--- src/rtl/fifo_sync.sv ---
// rtl/fifo_sync.sv - single-clock FIFO with registered read data; FIFO_SYNC_STATUS_EN adds fill_level/overflow/underflow
module fifo_sync #(
    parameter int   FIFO_DEPTH = 8,
    parameter int   DATA_WIDTH = 32,
    localparam int  AW         = $clog2(FIFO_DEPTH)
) (
    input  logic                  clk,
    input  logic                  rst_n,
    input  logic                  cs,
    input  logic                  wr_en,
    input  logic                  rd_en,
    input  logic [DATA_WIDTH-1:0] data_in,
    output logic [DATA_WIDTH-1:0] data_out,
    output logic                  empty,
    output logic                  full
`ifdef FIFO_SYNC_STATUS_EN
    ,
    output logic [AW:0]           fill_level,
    output logic                  overflow,
    output logic                  underflow
`endif
);

    localparam logic [AW:0] PTR_ONE = (AW+1)'(1);

    logic [DATA_WIDTH-1:0] mem_q [FIFO_DEPTH];
    logic [AW:0]           wr_ptr_q, wr_ptr_d;
    logic [AW:0]           rd_ptr_q, rd_ptr_d;
    logic [DATA_WIDTH-1:0] data_out_q, data_out_d;
    logic                  wr_fire, rd_fire;

    // Extra pointer bit distinguishes full from empty when the indices match
    assign empty = (wr_ptr_q == rd_ptr_q);
    assign full  = (wr_ptr_q[AW] != rd_ptr_q[AW]) &&
                   (wr_ptr_q[AW-1:0] == rd_ptr_q[AW-1:0]);

    assign wr_fire  = cs & wr_en & ~full;
    assign rd_fire  = cs & rd_en & ~empty;
    assign data_out = data_out_q;

    always_comb begin
        wr_ptr_d   = wr_ptr_q;
        rd_ptr_d   = rd_ptr_q;
        data_out_d = data_out_q;
        if (wr_fire) begin
            wr_ptr_d = wr_ptr_q + PTR_ONE;
        end
        if (rd_fire) begin
            rd_ptr_d   = rd_ptr_q + PTR_ONE;
            data_out_d = mem_q[rd_ptr_q[AW-1:0]];
        end
    end

    always_ff @(posedge clk) begin
        if (!rst_n) begin
            wr_ptr_q   <= '0;
            rd_ptr_q   <= '0;
            data_out_q <= '0;
        end else begin
            wr_ptr_q   <= wr_ptr_d;
            rd_ptr_q   <= rd_ptr_d;
            data_out_q <= data_out_d;
        end
    end

    // Storage is not cleared by reset; reset only blocks a same-cycle write
    always_ff @(posedge clk) begin
        if (rst_n && wr_fire) begin
            mem_q[wr_ptr_q[AW-1:0]] <= data_in;
        end
    end

`ifdef FIFO_SYNC_STATUS_EN
    logic overflow_q, overflow_d;
    logic underflow_q, underflow_d;

    assign fill_level = wr_ptr_q - rd_ptr_q;
    assign overflow   = overflow_q;
    assign underflow  = underflow_q;

    always_comb begin
        overflow_d  = cs & wr_en & full;
        underflow_d = cs & rd_en & empty;
    end

    always_ff @(posedge clk) begin
        if (!rst_n) begin
            overflow_q  <= 1'b0;
            underflow_q <= 1'b0;
        end else begin
            overflow_q  <= overflow_d;
            underflow_q <= underflow_d;
        end
    end
`endif

endmodule

--- config.mk ---
export PLATFORM = sky130hd
export DESIGN_NAME = fifo_sync
export DESIGN_NICKNAME = d
export VERILOG_FILES = /design/src/rtl/fifo_sync.sv
export SDC_FILE = /design/constraint.sdc
export NUM_CORES = 1
export LEC_CHECK = 0
export BUFFER_PORTS_ARGS = -buffer_cell sky130_fd_sc_hd__buf_2
export CAP_MARGIN = 20
export CORE_UTILIZATION = 54
export DETAILED_ROUTE_END_ITERATION = 7
export PLACE_DENSITY = 0.82
export SLEW_MARGIN = 10
export SYNTH_ARGS = -nofsm -noshare
export SYNTH_HDL_FRONTEND = slang
export SYNTH_SLANG_ARGS = --single-unit
--- constraint.sdc ---
create_clock -name clk -period 3.9 [get_ports clk]
set_input_delay 0.78 -clock clk [delete_from_list [all_inputs] [get_ports clk]]
set_output_delay 0.78 -clock clk [all_outputs]
set_load 0.05 [all_outputs]
### Word-level counts from Yosys, hierarchy flattened

Memory sizes are Yosys's and may differ from the RTL's. A register that Yosys moved wholly into a read port is not among the register bits.
Cells that the tools add are included.

| storage, ports and cells | value |
|---|---|
| register bits | 8 |
| latch bits | 0 |
| bits in writable memories | 256 |
| memory bits (read-only) | 0 |
| logic and storage cells | 19 |
| memories | 1 |

| cells by class | value |
|---|---|
| add/subtract/negate cells | 2 |
| multiply operators | 0 |
| div/mod/pow operators | 0 |
| $lt $le $gt $ge | 0 |
| equal/unequal tests | 3 |
| shift-type cells | 0 |
| mux-type cells | 2 |
| bitwise gates (word level) | 6 |
| reductions and logical operators | 3 |

Memory list:

| memory | depth | bits a word | read ports | clocked after memory_dff | wr ports | line | source |
|---|---|---|---|---|---|---|---|
| mem_q | 8 | 32 | 1 | 1 | 1 | 26 | `logic [DATA_WIDTH-1:0] mem_q [FIFO_DEPTH];` |

Operators by type and width:

| operator | count |
|---|---|
| adder 4 x 1 -> 4 bit (second input constant) | 2 |
| AND 1 bit | 4 |
| == test 4 bit | 1 |
| == test 3 bit | 1 |
| logical AND 1 bit | 2 |
| two-way mux 1 bit | 2 |
| NOT 1 bit | 2 |
| logical NOT 1 bit | 1 |
| inequality test 1 bit | 1 |

### Logic depth before layout (Yosys ltp)

Gate-level depths: netlist of the first run.

| depth | value |
|---|---|
| depth in word-level cells | 7 |
| mapped depth | 6 |
| mapped depth without buffers | 4 |

### Worst setup path after synthesis of the first run

No wires, ideal clock.

| timing path | value |
|---|---|
| kind | input port to flip-flop |
| start point | input port cs |
| end point | memory mem_q[4][0] (enable) |
| library setup time | 0.461 ns |
| data arrival time | 3.512 ns |
| data required time | 3.439 ns |
| slack | -0.073 ns |
| stages on the path | 4 |
| buffers on the path | 0 |
| path through | nand2_1 -> a41oi_2 -> nand3_1 -> nor3_1 |

| on the way | value |
|---|---|
| longest elaborated chain between the ends | 5 |

Ends and longest elaborated chain:

| item | line | source |
|---|---|---|
| start: declaration | 9 | `input logic cs,` |
| AND 1 bit (2 in a row) | 37 | `assign wr_fire = cs & wr_en & ~full;` |
| logical AND 1 bit | 68 | `if (rst_n && wr_fire) begin` |
| two-way mux 1 bit | 68 |  |
| two-way mux 1 bit (implied by the code) | 69 | `mem_q[wr_ptr_q[AW-1:0]] <= data_in;` |
| end: declaration | 26 |  |

Every way passes these cells.

### Final worst setup path of the first run

| timing path | value |
|---|---|
| start point | register rd_ptr_q[2] |
| end point | output port empty |

| on the way | value |
|---|---|
| longest elaborated chain between the ends | 1 |

Ends and longest elaborated chain:

| item | line | source |
|---|---|---|
| start: declaration | 28 | `logic [AW:0] rd_ptr_q, rd_ptr_d;` |
| start signal: assignment | 61 | `rd_ptr_q <= rd_ptr_d;` |
| == test 4 bit | 33 | `assign empty = (wr_ptr_q == rd_ptr_q);` |
| end: declaration | 14 | `output logic empty,` |

Every way passes these cells.

==> metrics, run 1 <==
std cell rows 52; max-cap viol count 0; M3 GR Usage 3.53%; top post-synthesis cells by count 256 x edfxtp_1, 63 x mux4_2, 40 x dfxtp_1; Root Driver clkbuf_16; CP startpoint kind register; clk slew on worst S/H paths 0.07 ns; setup TNS 0 ns; DR DRC count 0; Clock Sinks between 200 and 300; post-route ant nets 0; TritonCTS clock tree built; Area Overhead vs Synth 14.1%; Worst EP arrival 2.30 ns; die area 0.0213 mm²; CP endpoint kind primary output; post-cts sizing count 0; final wirelength 21,600 µm; initial antenna violation count 0; leak pwr roughly 0.0041 µW; M1 GR Usage between 20% and 30%; Placer Congestion 0.729; Final setup viols 0; Fin. Hold Viols 0; Core ar. 0.0203 mm²; Worst path slowest cell buf_4; H-tree depth 1; Die Wd about 150 µm; RSZ-0062 raised after global routing no; async set-reset flop share out of synthesis 0%; YS warnings 0; sw power between 1000 and 1500 µW; Critical Path Max Stage Delay roughly 0.75 ns; CP max FO ~70; path depth of the worst reg2reg path 5; number of port buffers 70; vias 5,388; share of cells above drive strength 1 32.2%; Final nets 667; Yosys cell types 26; Worst slew margin 35.6%; Pint 5160 µW; Sw Ratio 20.9%; Die Span Y approximately 150 µm; total CTS buffers 29; Flop pwr share 53.6%; share of the clock period used by the worst path 79.1%; Initial Util 55.2%; grt ovf 0; Synth Register Bits 296; PD cells 510 mW/mm²; placed wire-length estimate between 10,000 and 15,000 µm; Mean Syn Cell Area slightly above 20 µm²; top-count cell post-synth edfxtp_1; synth top area cells edfxtp_1 69%, mux4_2 13%, dfxtp_1 7.1%; worst path required time 3.12 ns; Synth area leader edfxtp_1; worst hold path class input port to register; Setup CP Type register to primary output; Hold Path Depth 1; Combinational Power Share 5.4%; Max Root-Sink Buffers 3; Vias/cell 5.85; Seq/Total Area, Yosys 75.8%; clock skew 0.0138 ns; Overall Power 6530 µW; slew at the pin with the worst max-slew slack 0.966 ns; Skew-Pair Late Insertion Delay 0.54 ns; Max Transition Viols Final 0; gr usage total 21.0%; Top Usage Layer GRT met2; clock share of power 41.0%; top-area cell type share of the netlist area 68.6%; Post-synth EDFFs 256; Worst VDD drop 314 µV; largest net degree at the start of global routing 69; met2 Usage GRT 36.6%; Gate Count Post-Synth approximately 550; CP cell instances buf_4, xor2_1, nor3_1, buf_2; outcome completed; # hold bufs at CTS 0; Cell Area, Synth around 0.011 mm²; first-pass GRT wire length 33,900 µm; vias in the first global route 5,913; drt pass-1 iters 4; # IOs 71; fmax 0.324 GHz; Top FF cell, synth edfxtp_1; Util after Layout 63.0%; Final min period ~3.1 ns; Syn Nets 584; DR iter-0 viols approximately 300; post-CTS setup buffer count 0; wire per inst 23.4 µm
layout make-up:
cell class                      count  area [µm²]
Antenna cell                        1        2.50
Clock buffer                       40         807
Clock inverter                     13         114
Fill cell                        1406        7510
Multi-Input combinational cell    214        2540
Sequential cell                   296        8500
Tap cell                          270         338
Timing Repair Buffer               87         490
cells by family after synthesis:
logic type,synth area share [%]
flip-flops,75.8
multiplexers,16.1
AO/OA/AOI/OAI,3.24
AND/OR/NAND/NOR,1.54
buffers and inverters,2.30
XOR/XNOR,0.826
adder cells (fa/ha/maj),0.223
layout by cell type, fill, tap and decap left out:
cell,instances
mux2i_1,36
and2_1,2
nand2_1,12
xnor2_2,3
clkbuf_8,4
a41oi_4,1
mux4_2,63
nand3b_1,1
nor3_4,2
clkbuf_1,7
xor2_1,4
dfxtp_2,1
a21oi_1,32
diode_2,1
ha_1,2
xnor2_1,1
buf_12,1
a41oi_2,1
nand4_1,2
nand3_1,3
edfxtp_1,256
nor3_1,2
clkinvlp_4,1
nor2_4,6
dfxtp_4,2
dfxtp_1,37
clkbuf_16,29
nand2b_1,6
bufinv_16,2
o21ai_0,34
buf_2,70
clkinv_2,7
clkinv_1,3
mux4_1,1
buf_4,16
flip-flops by register name, indices dropped and copies added (netlist names):
name      flops
data_out     32
mem_q       256
rd_ptr_q      4
wr_ptr_q      4
routing by layer:
metal	wire [µm]	share of wire, %	up-vias
li1	-	-	2373
met1	8780	41	2808
met2	11200	52	170
met3	1240	5.7	37
met4	401	1.9	0
met5	0	0	-
through the flow:
step	instances	hold WS (ns)	worst slack (ns)	instance area (µm²)
after floorplan	545	0.482	0.780	11200
after global placement	867	0.491	0.968	11900
after detailed placement	867	0.520	0.852	11900
after CTS	920	0.506	0.760	12800
after global routing	920	0.510	0.672	12800
final	921	0.526	0.815	12800
power by group through the flow:
stage / logic, µW / clock network [µW] / registers, µW
6_report: 350 / 2680 / 3500
5_1_grt: 374 / 2840 / 3500
4_1_cts: 355 / 2710 / 3500
3_5_place_dp: 352 / 0 / 3560
3_3_place_gp: 339 / 0 / 3560
2_1_floorplan: 180 / 0 / 3630
worst paths after layout:
check | startpoint | endpoint | slack, ns
max | rd_ptr_q[2]$_SDFFE_PN0P_ | empty | 0.82
min | data_in[7] | mem_q[7][7]$_DFFE_PP_ | 0.53
max reg2reg | wr_ptr_q[0]$_SDFFE_PN0P_ | mem_q[6][31]$_DFFE_PP_ | 0.95
min reg2reg | data_out[8]$_SDFFE_PN0P_ | data_out[8]$_SDFFE_PN0P_ | 0.53
critical path, delay by kind of cell (launching register included):
| family | cells | cell delay [ns] |
|---|---|---|
| xor gates and xnor gates | 1 | 0.17 |
| buffers and inverters | 2 | 1.05 |
| and+or+nand+nor | 1 | 0.18 |
| DFF | 1 | 0.36 |
Power figures use the tool's default switching activity.
==> run 2: changes to the inputs <==
--- a/config.mk
+++ b/config.mk
@@ -5,11 +5,12 @@
 export SDC_FILE = /design/constraint.sdc
 export NUM_CORES = 1
 export LEC_CHECK = 0
+export ABC_AREA = 1
 export BUFFER_PORTS_ARGS = -buffer_cell sky130_fd_sc_hd__buf_2
 export CAP_MARGIN = 20
-export CORE_UTILIZATION = 54
+export CORE_UTILIZATION = 55
 export DETAILED_ROUTE_END_ITERATION = 7
-export PLACE_DENSITY = 0.82
+export PLACE_DENSITY = 0.83
 export SLEW_MARGIN = 10
 export SYNTH_ARGS = -nofsm -noshare
 export SYNTH_HDL_FRONTEND = slang
==> constraint.sdc (replaced) <==
create_clock -name clk -period 2.47 [get_ports clk]
set_input_delay 0.494 -clock clk [delete_from_list [all_inputs] [get_ports clk]]
set_output_delay 0.494 -clock clk [all_outputs]
set_load 0.05 [all_outputs]
==> metrics, run 2 <==
grt ovf 0; top post-synthesis cells by count 386 x nand2_1, 256 x edfxtp_1, 199 x nand3_1; drt pass-1 iters 8; Vias/cell 5.59; largest net degree at the start of global routing 131; fmax 0.433 GHz; Max Root-Sink Buffers 3; Worst slew margin 43.5%; Worst EP arrival 1.82 ns; Fin. Hold Viols 0; Final nets 1,197; Cell Area, Synth 0.0119 mm²; Final setup viols 0; Top FF cell, synth edfxtp_1; Synth Register Bits a little under 300; WHS 0.213 ns; Root Driver clkbuf_16; Max Transition Viols Final 0; fin area 0.0136 mm²; placed wire-length estimate 13,900 µm; Initial Util 56.4%; worst path required time just under 2 ns; Fill cells 1,510; RSZ-0062 raised after global routing no; Util after Layout 64.2%; CP startpoint kind register; r2r startpoint wr_ptr_q[0]$_SDFFE_PN0P_; H-tree depth 1; Worst VDD drop 574 µV; vias 8,135; gr usage total approximately a quarter; Mean Syn Cell Area 10.9 µm²; YS warnings 0; CP endpoint kind primary output; total CTS buffers 28; synth top area cells edfxtp_1 64%, nand2_1 12%, nand3_1 8.4%; Clock Sinks between 200 and 300; hold_sp data_in[4]; Placer Congestion roughly 0.76; PD cells 784 mW/mm²; Die Wd 149 µm; wire per inst 18.0 µm; flop-to-flop setup slack 0.41 ns; TritonCTS clock tree built; # IOs 71; path depth of the worst reg2reg path 8; post-route ant nets 0; die area about 0.022 mm²; Area Overhead vs Synth 13.9%; number of port buffers 70; max FFs per register 256; max-cap viol count 0; DR iter-0 viols between 700 and 800; post-CTS setup buffer count 0; Overall Power 10,600 µW; top-count cell post-synth nand2_1; share of the clock period used by the worst path 93.5%; outcome completed; Core ar. 0.0212 mm²; vias in the first global route between 8,000 and 9,000; # hold bufs at CTS 0; commonest non-fill, non-tap cell in the layout nand2_1; Hold Crit Endpoint mem_q[2][4]$_DFFE_PP_; Final min period about 2.3 ns; most frequent cells in the layout 386 x nand2_1, 256 x edfxtp_1, 199 x nand3_1; initial antenna violation count 2; Hold Path Depth 1; Setup CP Type register to primary output; async set-reset flop share out of synthesis 0%; Syn Nets 1,130; worst hold path class input port to register; Placed Area about 0.013 mm²; std cell rows 53; leak pwr 0.00532 µW; Synth area leader edfxtp_1; final wirelength 26,200 µm; first-pass GRT wire length a little over 40,000 µm; Die Span Y 149 µm; Gate Count Post-Synth 1,091; Skew-Pair Late Insertion Delay 0.55 ns; DR DRC count 0; clk slew on worst S/H paths 0.07 ns; RR Endpoint mem_q[2][31]$_DFFE_PP_; share of cells above drive strength 1 15.4%; Yosys cell types 20; clock skew 0.0182 ns; slew at the pin with the worst max-slew slack about 0.85 ns; Post-synth EDFFs 256; Seq/Total Area, Yosys 71.2%; CP max FO 10; top-area cell type share of the netlist area roughly 64%
## run 2: kinds of logic (layout without fill, tap and decap cells)
group | count (synthesis) | in the layout | share of synthesized area (%)
AND/OR/NAND/NOR | 678 | 678 | 24.2
buffers and inverters | 110 | 198 | 4.21
other | 0 | 2 | 0
AO/OA/AOI/OAI | 5 | 5 | 0.210
adder cells (fa/ha/maj) | 2 | 2 | 0.210
flip-flops | 296 | 296 | 71.2
## run 2: worst max path at each step
stage	startpoint	to	slack, ns
final	wr_ptr_q[1]$_SDFFE_PN0P_	full	0.16
after global routing	wr_ptr_q[1]$_SDFFE_PN0P_	empty	0.02
after CTS	wr_ptr_q[1]$_SDFFE_PN0P_	full	0.06
after detailed placement	wr_ptr_q[0]$_SDFFE_PN0P_	mem_q[2][28]$_DFFE_PP_	0.42
after global placement	cs	mem_q[2][21]$_DFFE_PP_	0.54
after floorplan	rd_ptr_q[0]$_SDFFE_PN0P_	mem_q[0][0]$_DFFE_PP_	-0.45
## run 2: layer usage
layer  share of wire (%)  track usage, %  vias up
li1                    -               -     3811
met1                  40            31.4     3847
met2                  48            39.1      401
met3                 8.0            4.19       76
met4                 3.4            12.1        0
met5                   0               0        -
## run 2: cell type report
cell class              instances  area (µm²)  share of cell area, %
multi-input cells             685        3010                   22.1
flip-flops and latches        296        8490                   62.5
well taps                     275         344                   2.53
diodes                          2        5.00                 0.0369
repair buffers                 99         658                   4.85
clock inverters                11        83.8                  0.617
inverters                      48         183                   1.35
clock buffers                  40         807                   5.94
## run 2: what timing repair did
action | CTS | global route
endpoints found under the hold margin | 0 | 0
gates resized for setup | 0 | 2
endpoints found under the setup margin | 0 | 1
## run 2: power breakdown
group / total [µW] / internal (µW) / switching (µW)
clock: 4150 / 2370 / 1780
combinational: 956 / 247 / 708
sequential: 5540 / 5500 / 37.9
## run 2: per-stage QoR
| step | setup TNS (ns) | worst slack [ns] | cells |
|---|---|---|---|
| after floorplan | -101.25 | -0.454 | 1091 |
| after global placement | 0 | 0.535 | 1403 |
| after detailed placement | 0 | 0.419 | 1403 |
| after CTS | 0 | 0.0617 | 1454 |
| after global routing | 0 | 0.0229 | 1455 |
| final | 0 | 0.160 | 1456 |
## run 2: worst max-delay path: stages (launching register included)
cell      delay (ns)
dfxtp_1         0.43
inv_1           0.10
nand2_1         0.07
nand2_1         0.07
inv_1           0.10
nand4_4         0.17
inv_1           0.09
clkbuf_4        0.22
